<file path="src/rtl/vfpu_normalize_pkg.sv">
// Shared constants and types for the VFPU normalize/round stage.
package vfpu_normalize_pkg;

    localparam int FP_EXP_WIDTH          = 8;
    localparam int FP_MANT_WIDTH         = 23;
    localparam int FP_EXP_PRENORM_WIDTH  = 10;
    localparam int FP_MANT_PRENORM_WIDTH = 28;
    localparam int FP_BIAS               = 127;
    localparam int FP_EXP_MAX            = 255;

    typedef enum logic [1:0] {
        IDLE,
        NORM,
        ROUND,
        OUT
    } vfpu_norm_state_t;

    typedef struct packed {
        logic of;
        logic uf;
        logic nx;
        logic zr;
    } vfpu_flags_t;

endpackage

</file>
<file path="src/rtl/vfpu_lzc.sv">
// Combinational leading-zero counter; an all-zero input returns WIDTH.
module vfpu_lzc #(
    parameter int WIDTH = 28,
    parameter int CNT_W = $clog2(WIDTH + 1)
) (
    input  logic [WIDTH-1:0] data_i,
    output logic [CNT_W-1:0] cnt_o
);

    // Scan upward so the most significant set bit has the final say.
    always_comb begin
        cnt_o = CNT_W'(WIDTH);
        for (int i = 0; i < WIDTH; i++) begin
            if (data_i[i]) begin
                cnt_o = CNT_W'(WIDTH - 1 - i);
            end
        end
    end

endmodule

</file>
<file path="src/rtl/vfpu_normalize.sv">
// Normalize + round-to-nearest-even stage producing a packed binary32 result.
// Define VFPU_NORM_FLAGS_EN to add the registered {OF,UF,NX,ZR} flags_o port.
module vfpu_normalize
    import vfpu_normalize_pkg::*;
#(
    parameter int EXP_W   = FP_EXP_WIDTH,
    parameter int MANT_W  = FP_MANT_WIDTH,
    parameter int PEXP_W  = FP_EXP_PRENORM_WIDTH,
    parameter int PMANT_W = FP_MANT_PRENORM_WIDTH
) (
    input  logic                      clk_i,
    input  logic                      rst_i,
    input  logic                      signPreNorm_i,
    input  logic [PEXP_W-1:0]         exponentPreNorm_i,
    input  logic [PMANT_W-1:0]        mantissaPreNorm_i,
    input  logic                      valid_i,
    output logic                      ready_o,
    output logic [EXP_W+MANT_W:0]     result_o,
    output logic                      valid_o,
    input  logic                      ready_i
`ifdef VFPU_NORM_FLAGS_EN
    ,
    output logic [3:0]                flags_o
`endif
);

    localparam int RES_W = EXP_W + MANT_W + 1;
    localparam int LZC_W = $clog2(PMANT_W + 1);
    localparam int SIG_W = MANT_W + 2;

    localparam logic signed [PEXP_W:0] EXP_ZERO_S = '0;
    localparam logic signed [PEXP_W:0] EXP_MAX_S  = (PEXP_W + 1)'(FP_EXP_MAX);

    vfpu_norm_state_t state_q, state_d;

    logic                     sign_q, sign_d;
    logic signed [PEXP_W:0]   exp_q, exp_d;
    logic [PMANT_W-1:0]       mant_q, mant_d;
    logic                     zero_q, zero_d;
    logic [RES_W-1:0]         result_q, result_d;

    logic [LZC_W-1:0]         lzc;
    logic [LZC_W-1:0]         lzc_m1;
    logic                     accept;
    logic [SIG_W-1:0]         sig_r;
    logic                     carry_r;
    logic [MANT_W-1:0]        frac_r;
    logic signed [PEXP_W:0]   exp_r;

`ifdef VFPU_NORM_FLAGS_EN
    vfpu_flags_t              flags_q, flags_d;
    logic                     nx_r;
`endif

    // Rounded significand covering the hidden bit up to the carry position.
    function automatic logic [SIG_W-1:0] rne_sig(input logic [PMANT_W-1:0] m);
        logic inc;
        inc = m[2] & (m[3] | (|m[1:0]));
        return m[PMANT_W-1:3] + SIG_W'(inc);
    endfunction

    function automatic logic [RES_W-1:0] sat_pack(input logic                   s,
                                                  input logic signed [PEXP_W:0] e,
                                                  input logic [MANT_W-1:0]      f,
                                                  input logic                   z);
        if (z || (e <= EXP_ZERO_S)) begin
            return {s, {EXP_W{1'b0}}, {MANT_W{1'b0}}};
        end else if (e >= EXP_MAX_S) begin
            return {s, {EXP_W{1'b1}}, {MANT_W{1'b0}}};
        end else begin
            return {s, e[EXP_W-1:0], f};
        end
    endfunction

    vfpu_lzc #(
        .WIDTH (PMANT_W)
    ) u_lzc (
        .data_i (mant_q),
        .cnt_o  (lzc)
    );

    assign lzc_m1 = lzc - LZC_W'(1);
    assign accept = valid_i & ready_o;

    always_ff @(posedge clk_i or posedge rst_i) begin
        if (rst_i) begin
            state_q  <= IDLE;
            result_q <= '0;
`ifdef VFPU_NORM_FLAGS_EN
            flags_q  <= '0;
`endif
        end else begin
            state_q  <= state_d;
            result_q <= result_d;
`ifdef VFPU_NORM_FLAGS_EN
            flags_q  <= flags_d;
`endif
        end
    end

    // Working operand registers are always overwritten before use.
    always_ff @(posedge clk_i) begin
        sign_q <= sign_d;
        exp_q  <= exp_d;
        mant_q <= mant_d;
        zero_q <= zero_d;
    end

    always_comb begin
        state_d = state_q;
        case (state_q)
            IDLE:    if (accept)  state_d = NORM;
            NORM:                 state_d = ROUND;
            ROUND:                state_d = OUT;
            OUT:     if (ready_i) state_d = IDLE;
            default:              state_d = IDLE;
        endcase
    end

    always_comb begin
        ready_o  = (state_q == IDLE) & ~rst_i;
        valid_o  = (state_q == OUT);
        result_o = result_q;
`ifdef VFPU_NORM_FLAGS_EN
        flags_o  = flags_q;
`endif
    end

    always_comb begin
        sig_r   = rne_sig(mant_q);
        carry_r = sig_r[SIG_W-1];
        frac_r  = carry_r ? sig_r[MANT_W:1] : sig_r[MANT_W-1:0];
        exp_r   = exp_q + $signed({{PEXP_W{1'b0}}, carry_r});
`ifdef VFPU_NORM_FLAGS_EN
        nx_r    = mant_q[2] | (|mant_q[1:0]);
`endif
    end

    always_comb begin
        sign_d   = sign_q;
        exp_d    = exp_q;
        mant_d   = mant_q;
        zero_d   = zero_q;
        result_d = result_q;
`ifdef VFPU_NORM_FLAGS_EN
        flags_d  = flags_q;
`endif
        case (state_q)
            IDLE: begin
                if (accept) begin
                    sign_d = signPreNorm_i;
                    exp_d  = {exponentPreNorm_i[PEXP_W-1], exponentPreNorm_i};
                    mant_d = mantissaPreNorm_i;
                    zero_d = 1'b0;
                end
            end
            NORM: begin
                zero_d = (mant_q == '0);
                if (mant_q[PMANT_W-1]) begin
                    // The bit shifted out still contributes to sticky.
                    mant_d = {1'b0, mant_q[PMANT_W-1:2], mant_q[1] | mant_q[0]};
                    exp_d  = exp_q + $signed({{PEXP_W{1'b0}}, 1'b1});
                end else if (mant_q != '0) begin
                    mant_d = mant_q << lzc_m1;
                    exp_d  = exp_q - $signed({{(PEXP_W + 1 - LZC_W){1'b0}}, lzc_m1});
                end
            end
            ROUND: begin
                result_d = sat_pack(sign_q, exp_r, frac_r, zero_q);
`ifdef VFPU_NORM_FLAGS_EN
                if (zero_q) begin
                    flags_d = '{of: 1'b0, uf: 1'b0, nx: 1'b0, zr: 1'b1};
                end else if (exp_r <= EXP_ZERO_S) begin
                    flags_d = '{of: 1'b0, uf: 1'b1, nx: 1'b1, zr: 1'b1};
                end else if (exp_r >= EXP_MAX_S) begin
                    flags_d = '{of: 1'b1, uf: 1'b0, nx: 1'b1, zr: 1'b0};
                end else begin
                    flags_d = '{of: 1'b0, uf: 1'b0, nx: nx_r, zr: 1'b0};
                end
`endif
            end
            default: ;
        endcase
    end

endmodule

</file>
<file path="config.mk">
export PLATFORM = sky130hd
export DESIGN_NAME = vfpu_normalize
export DESIGN_NICKNAME = d
export VERILOG_FILES = /design/src/rtl/vfpu_normalize_pkg.sv /design/src/rtl/vfpu_lzc.sv /design/src/rtl/vfpu_normalize.sv
export SDC_FILE = /design/constraint.sdc
export NUM_CORES = 1
export LEC_CHECK = 0
export CAP_MARGIN = 10
export CELL_PAD_IN_SITES_DETAIL_PLACEMENT = 2
export CELL_PAD_IN_SITES_GLOBAL_PLACEMENT = 2
export CORE_ASPECT_RATIO = 0.7
export CORE_MARGIN = 5
export CORE_UTILIZATION = 39
export CTS_BUF_LIST = sky130_fd_sc_hd__clkbuf_4 sky130_fd_sc_hd__clkbuf_8 sky130_fd_sc_hd__clkbuf_16
export DETAILED_ROUTE_END_ITERATION = 6
export GPL_ROUTABILITY_DRIVEN = 0
export PLACE_DENSITY_LB_ADDON = 0.1
export SLEW_MARGIN = 20
export SYNTH_ARGS = -nofsm -noshare
export SYNTH_HDL_FRONTEND = slang
export SYNTH_SLANG_ARGS = --single-unit
</file>
<file path="constraint.sdc">
create_clock -name clk_i -period 8.05 [get_ports clk_i]
set_clock_uncertainty 0.15 [all_clocks]
set_input_delay 1.61 -clock clk_i [delete_from_list [all_inputs] [get_ports clk_i]]
set_output_delay 1.61 -clock clk_i [all_outputs]
set_load 0.02 [all_outputs]
</file>
Word-level counts from Yosys, hierarchy flattened
Cells that the tools add are included. W data, S select, Z words.

$add $sub $neg: 5. Multiply operators: 0. Div/mod/pow operators: 0. $lt $le $gt $ge: 2. Equal/unequal tests: 6. Shifts and indexed selects: 1. Multiplexer cells: 44. Bitwise logic cells: 6. Reductions and logical operators: 10.

Operators by type and width (number): $mux W28 (3); $mux W5 (16); $mux W31 (2); $pmux W28 S2 (1); $mux W11 (3); $mux W4 (8); $logic_not A28 Y1 (1); $reduce_bool A28 Y1 (1); $shl A28 B5 Y28 (1); $add A25 B1 Y25 (1); $mux W23 (1); $pmux W11 S2 (1); $mux W3 (4); $add A11 B2 Y11 (1); $add A11 B2 Y11 const B (1); $ge A11 B9 Y1 const B (1); $le A11 B1 Y1 const B (1); $sub A11 B6 Y11 (1); $pmux W2 S4 (1); $reduce_and A2 Y1 (3); $sub A5 B1 Y5 const B (1); $eq A2 B2 Y1 const B (2); $mux W2 (2); $and A1 B1 Y1 (3); other kinds (13) (14).

Register bits: 75. Bits in latches: 0. Bits in writable memories: 0. ROM bits: 0. Bits of input ports: 43. Output and inout bits: 34. Logic and storage cells: 81. Memories kept: 0.

Logic depth before layout (Yosys ltp)
Gate-level depths: netlist of the first run.

Depth in word-level cells: 33. Gate-level depth with buffers: 22. Depth with buffers taken out: 19.

By module
A second synthesis of the first run with hierarchy kept.

Cells, all modules: 898. Area total of the unflattened synthesis: 7480.9 um2.

Modules (own cells, without submodules): vfpu_normalize (instances 1, cells an instance 838, area each 7144.4 um2, seq. area each 2082.0 um2); vfpu_lzc (instances 1, cells an instance 60, area each 336.6 um2, seq. area each 0.0 um2).

Least setup slack after synthesis of the first run
No wires, ideal clock.

Kind: register to register. From: register mant_q[1]. To: register exp_q[10] (data pin). Library setup time: 0.261 ns. Arrival time: 5.021 ns. Data required time: 7.639 ns. Setup slack: 2.618 ns. Stages on the path, launching flop included: 22. Buffers on the path: 4. Clock period less this slack: 5.432 ns. Cell sequence: edfxtp_1 > nand2b_1 > a221oi_1 > o221a_4 > nor3_4 > buf_4 > ha_1 > clkbuf_1 > clkbuf_1 > clkbuf_1 > xnor2_1 > and2_1 > inv_1 > fa_1 > nor2b_1 > o21ai_0 > a21boi_0 > o21ai_0 > a221oi_1 > mux2i_1 > a221oi_1 > a311o_1.

Longest elaborated chain between the ends: 32.

RTL lines: from (decl) (RTL line vfpu_normalize.sv:38) `logic [PMANT_W-1:0] mant_q, mant_d;`; from (signal assigned) (RTL line vfpu_normalize.sv:105) `mant_q <= mant_d;`; $mux W3 (3 in series) (RTL line vfpu_lzc.sv:14) `if (data_i[i]) begin`; $mux W4 (8 in series) (RTL line vfpu_lzc.sv:14); $mux W5 (16 in series) (RTL line vfpu_lzc.sv:14); $sub A5 B1 Y5 (RTL line vfpu_normalize.sv:82) `assign lzc_m1 = lzc - LZC_W'(1);`; $sub A11 B6 Y11 (RTL line vfpu_normalize.sv:165) `exp_d = exp_q - $signed({{(PEXP_W + 1 - LZC_W){1'b0}}, lzc_m1});`; $mux W11 (RTL line vfpu_normalize.sv:163) `end else if (mant_q != '0) begin`; $mux W11 (RTL line vfpu_normalize.sv:159) `if (mant_q[PMANT_W-1]) begin`; $pmux W11 S2 (RTL line vfpu_normalize.sv:148) `case (state_q)`; net exp_d[10] (RTL line vfpu_normalize.sv:37) `logic signed [PEXP_W:0] exp_q, exp_d;`; to (signal assigned) (RTL line vfpu_normalize.sv:104) `exp_q <= exp_d;`; to (decl) (RTL line vfpu_normalize.sv:37).

The timed path passes the listed nets, and every way through them passes these cells. The select of a mux whose other input is x is not followed. A chain may end at the register's enable or synchronous reset.

Worst setup path after layout of the first run
From: register mant_q[27]. To: register exp_q[10] (data pin).

Longest elaborated chain between the ends: 6.

RTL lines (RTL line): $mux W5 (vfpu_lzc.sv:14); $sub A5 B1 Y5 (vfpu_normalize.sv:82); $sub A11 B6 Y11 (vfpu_normalize.sv:165); $mux W11 (vfpu_normalize.sv:163); $mux W11 (*) (vfpu_normalize.sv:159); $pmux W11 S2 (*) (vfpu_normalize.sv:148); net exp_d[10] (vfpu_normalize.sv:37).

The timed path passes the listed nets; every way through them passes the cells marked *. The select of a mux whose other input is x is not followed.

==> flow_metrics.env, run 1 <==
export IMPL_status="finished clean"
export IMPL_async_flop_share=0.453
export IMPL_setup_viol=0
export IMPL_area_delta_synth_final_pct=16.1
export IMPL_grt_overflow=0
export IMPL_synthTopCellsByCount="nand2_1 (66), nor2_1 (63), clkbuf_1 (50), a21oi_1 (43), edfxtp_1 (41)"
export IMPL_hpwl_um=22800
export IMPL_drtIter0Drc=715
export IMPL_htreeDepth=3
export IMPL_clock_tree_root_cell="clkbuf_16"
export IMPL_wl_per_cell_um=27.9
export IMPL_hold_viol=0
export IMPL_yosysUniqueCellTypes=87
export IMPL_synth_top_cell_area_share=0.172
export IMPL_drv_cap=0
export IMPL_fmax_ghz=0.154
export IMPL_grt_pass1_wl_um=47300
export IMPL_critPathCaptureType="flop"
export IMPL_nets=911
export IMPL_syn_area_per_cell_um2=8.72
export IMPL_crit_arrival_ns=6.44
export IMPL_cp_max_fo=39
export IMPL_tightest_slew_ns=1.09
export IMPL_path_clk_slew_ns=0.07
export IMPL_rsz0062_at_grt="no"
export IMPL_diodes=0
export IMPL_slew_violations=0
export IMPL_hold_path_class="reg -> reg"
export IMPL_min_period_ns=6.48
export IMPL_antenna_found_initial=0
export IMPL_synth_area_um2=7180
export IMPL_synth_area_leaders="edfxtp_1 (17%), dfrtp_1 (12%), mux4_2 (5.0%)"
export IMPL_fp_dieW_um=172
export IMPL_required_ns=8.01
export IMPL_die_h_um=123
export IMPL_drc=0
export IMPL_die_area_um2=21300
export IMPL_cp_slowest_cell="edfxtp_1"
export IMPL_slowest_delay_ns=0.78
export IMPL_initial_utilization=0.397
export IMPL_synth_top_area_cell="edfxtp_1"
export IMPL_slew_headroom=0.268
export IMPL_drt_first_pass_iters=5
export IMPL_ios=77
export IMPL_hold_buffers=0
export IMPL_port_buffers=76
export IMPL_via_count=7390
export IMPL_rows=41
export IMPL_drive_above_1_share=0.0939
export IMPL_reg2regPathDepth=16
export IMPL_grt_total_usage=0.292
export IMPL_clock_sinks=75
export IMPL_ys_seq_area_frac=0.290
export IMPL_final_setup_tns_ns=0
export IMPL_crit_type="reg -> reg"
export IMPL_synth_edf_count=41
export IMPL_worst_setup_path_start_kind="flop"
export IMPL_clk_path_buf_depth=2
export IMPL_pre_cts_ws_ns=1.73
export IMPL_routed_wl_um=30300
export IMPL_syn_inst=823
export IMPL_ctsResizeCount=0
export IMPL_cts_buffers=9
export IMPL_ant_nets=0
export IMPL_fin_ws_ns=1.57
export IMPL_via_per_inst=6.79
export IMPL_cts_tree="done"
export IMPL_syn_num_nets=887
export IMPL_synth_seq_cells=75
export IMPL_ys_flop_type="edfxtp_1"
export IMPL_worstHoldPathCells=1
export IMPL_fp_coreArea_um2=18100
export IMPL_synth_warnings=0
export IMPL_final_core_util=0.461
export IMPL_grt_pass1_vias=7821
export IMPL_postCtsSetupRepairBufs=0
export IMPL_grt_max_degree=61
export IMPL_clock_latency_ns=0.36
export IMPL_yosysMostFrequentCell="nand2_1"
export IMPL_worstPathCellList="buf_4 -> a211oi_2 -> nor3_4 -> ha_1 -> a21boi_0 -> a31oi_1 -> a21o_1 -> clkinv_1 -> o21ai_1 -> o21a_1 -> ha_1 -> o21ai_0 -> a221oi_1 -> mux2i_1 -> a221oi_1 -> a311o_1"
export IMPL_final_period_utilization=0.805
## final timing paths
check	endpoint	from	slack [ns]
max	exp_q[10]	mant_q[27]	1.57
min	result_o[18]	result_o[18]	0.34
max reg2reg	exp_q[10]	mant_q[27]	1.57
min reg2reg	result_o[18]	result_o[18]	0.34
max in group asynchronous	result_o[22]	rst_i	5.86
min in group asynchronous	state_q[1]	rst_i	1.57
## layer usage
metal / global-route usage / routed length [µm]
met1: 0.405 / 13500
met2: 0.457 / 13700
met3: 0.0745 / 2550
met4: 0.0756 / 628
met5: 0 / 0
## final cells by class
| type | instances | area, µm² |
|---|---|---|
| Clock buffer | 10 | 250 |
| Sequential cell | 75 | 2080 |
| Fill cell | 1995 | 9730 |
| Tap cell | 236 | 295 |
| Inverter | 36 | 135 |
| Timing Repair Buffer | 88 | 851 |
| Clock inverter | 6 | 43.8 |
| Multi-Input combinational cell | 637 | 4670 |
## cells in the final DEF, fill, tap and decap left out, types with 5 or more instances in the layout
cell type and n:
clkdlybuf4s50_1 76, nand2_1 66, nor2_1 62, a21oi_1 43, edfxtp_1 41, dfrtp_1 34
o21ai_0 32, inv_1 32, nand3_1 29, o2bb2ai_1 26, xnor2_1 21, mux2i_1 20
ha_1 19, mux2_2 18, nor3_1 18, nor4_1 16, mux4_2 16, nand4_1 15
and3_1 14, xor2_1 13, nor2b_1 12, buf_4 12, o31ai_1 11, clkbuf_16 10
a31oi_1 9, o21a_1 8, a211oi_1 8, o211ai_1 8, and4_1 7, or4_1 6
a221oi_1 6, a32o_1 6, o21bai_1 5, nand2b_1 5, nor3b_1 5, a211o_1 5
a21o_1 5, o311ai_0 5
## registers in the layout, indices dropped and copies added, names as in the netlist
register,cells
result_o,32
mant_q,28
exp_q,11
state_q,2
sign_q,1
zero_q,1
## through the flow
step | instance area [µm²] | hold WS, ns | instances
floorplan | 7180 | 0.304 | 823
global placement | 8040 | 0.317 | 1072
detailed placement | 8040 | 0.323 | 1072
CTS | 8330 | 0.341 | 1088
global route | 8330 | 0.350 | 1088
finish | 8330 | 0.336 | 1088
## worst max-delay path, delay by kind of cell (launching register included)
family / cells / cell delay (ns)
simple gates: 1 / 0.78
mux: 1 / 0.31
fa+ha+maj: 2 / 0.78
buf+inv: 2 / 0.75
compound gates: 10 / 2.64
flops: 1 / 0.78
## kinds of logic after synthesis
kind of cell	share of synthesized area
simple gates	0.199
buf+inv	0.0629
mux	0.114
fa+ha+maj	0.0377
compound gates	0.253
flops	0.290
xor+xnor	0.0439
Power of run 1 is left out: the tool's default activity adds up to more than one toggle a clock period on the data nets, which glitch-free logic cannot reach.
==> run 2, diff against run 1 <==
- CORE_UTILIZATION: 39 -> 32
- clock period: 8.05 -> 5.3 ns (I/O delays scaled with it)
==> flow_metrics.env, run 2 (same netlist as run 1, synthesis figures left out) <==
export IMPL_drc=0
export IMPL_htreeDepth=3
export IMPL_drt_first_pass_iters=5
export IMPL_cp_max_fo=5
export IMPL_rr_endpoint="exp_q[10]"
export IMPL_hold_viol=0
export IMPL_ios=77
export IMPL_tightest_slew_ns=0.932
export IMPL_grt_pass1_vias=8001
export IMPL_path_clk_slew_ns=0.07
export IMPL_worst_setup_path_start_kind="flop"
export IMPL_routed_wl_um=32300
export IMPL_hpwl_um=24100
export IMPL_hold_path_class="reg -> reg"
export IMPL_crit_type="reg -> reg"
export IMPL_hold_end="result_o[23]"
export IMPL_final_period_utilization=0.965
export IMPL_clock_sinks=75
export IMPL_grt_overflow=0
export IMPL_rows=45
export IMPL_die_h_um=135
export IMPL_fp_dieW_um=189
export IMPL_status="finished clean"
export IMPL_setup_viol=0
export IMPL_mostFrequentLayoutCells="buf_4 (93), clkdlybuf4s50_1 (76), nand2_1 (65), nor2_1 (62), a21oi_1 (43)"
export IMPL_clk_path_buf_depth=2
export IMPL_r2r_start="mant_q[20]"
export IMPL_finalNonFillerCells=1218
export IMPL_area_delta_synth_final_pct=27.0
export IMPL_slew_headroom=0.378
export IMPL_placed_cell_area_um2=8500
export IMPL_nets=994
export IMPL_antenna_found_initial=0
export IMPL_via_per_inst=6.35
export IMPL_via_count=7739
export IMPL_dp_cells=1173
export IMPL_die_area_um2=25600
export IMPL_hold_buffers=0
export IMPL_cts_tree="done"
export IMPL_drive_above_1_share=0.186
export IMPL_cts_buffers=9
export IMPL_ant_nets=0
export IMPL_pre_cts_ws_ns=-0.0692
export IMPL_clock_tree_root_cell="clkbuf_16"
export IMPL_r2r_slack_ns=0.18
export IMPL_required_ns=5.26
export IMPL_wl_per_cell_um=26.5
export IMPL_clock_latency_ns=0.36
export IMPL_largest_reg_flops=32
export IMPL_slew_violations=0
export IMPL_port_buffers=76
export IMPL_fmax_ghz=0.195
export IMPL_grt_total_usage=0.247
export IMPL_crit_arrival_ns=5.08
export IMPL_fillers=2361
export IMPL_min_from="result_o[23]"
export IMPL_fp_coreArea_um2=21800
export IMPL_drv_cap=0
export IMPL_fin_ws_ns=0.184
export IMPL_worstHoldPathCells=1
export IMPL_final_common_cell="buf_4"
export IMPL_initial_utilization=0.329
export IMPL_grt_pass1_wl_um=49300
export IMPL_min_period_ns=5.12
export IMPL_critPathCaptureType="flop"
export IMPL_post_route_cell_area_um2=9110
export IMPL_grt_max_degree=60
export IMPL_final_setup_tns_ns=0
export IMPL_drtIter0Drc=663
export IMPL_reg2regPathDepth=19
## run 2: how the worst max path moves through the flow
stage	cells past startpoint	startpoint	slack, ns	endpoint
5_1_grt	19	mant_q[20]	-0.03	exp_q[10]
3_5_place_dp	20	mant_q[20]	-0.07	exp_q[10]
3_3_place_gp	21	mant_q[20]	0.09	exp_q[10]
4_1_cts	21	mant_q[18]	0.01	exp_q[10]
6_report	19	mant_q[20]	0.18	exp_q[10]
2_1_floorplan	21	mant_q[1]	0.06	exp_q[10]
## run 2: worst max-delay path, cell delays in order (launching register included)
cell and delay (ns):
edfxtp_1 0.47, buf_4 0.20, nor4_1 0.34, buf_4 0.19
o21a_1 0.17, a21o_1 0.26, a21boi_1 0.28, o32a_1 0.26
nand2_1 0.10, and3_1 0.20, ha_1 0.27, nor2b_1 0.13
ha_1 0.32, a21boi_1 0.20, o21ai_0 0.14, a221oi_1 0.33
buf_4 0.18, mux2i_2 0.22, a221oi_1 0.11, a311o_1 0.33
## run 2: area by class of cell
cell class | instances | area [µm²] | share of cell area
diodes | 1 | 2.50 | 0.000275
clock buffers | 10 | 239 | 0.0262
clock inverters | 6 | 71.3 | 0.00782
inverters | 36 | 135 | 0.0148
multi-input cells | 637 | 4760 | 0.523
flip-flops and latches | 75 | 2080 | 0.228
well taps | 282 | 353 | 0.0387
repair buffers | 171 | 1470 | 0.161
## run 2: what timing repair did
action / in CTS / in global routing
resized for setup: 2 / 16
pin swaps: 0 / 7
buffers inserted: 0 / 28
endpoints found under the setup margin: 1 / 19
## run 2: metal layers
metal	vias up	global-route usage	wire length (µm)
met1	3965	0.358	15300
met2	352	0.372	13900
met4	0	0.0566	551
li1	3381	-	-
met3	41	0.0621	2520
met5	-	0	0
## run 2: metrics by stage
| stage | hold WS [ns] | utilization |
|---|---|---|
| final | 0.340 | 0.417 |
| after global routing | 0.352 | 0.417 |
| after CTS | 0.349 | 0.404 |
| after detailed placement | 0.331 | 0.389 |
| after global placement | 0.318 | 0.389 |
| after floorplan | 0.304 | - |
Power of run 2 is left out for the same reason.
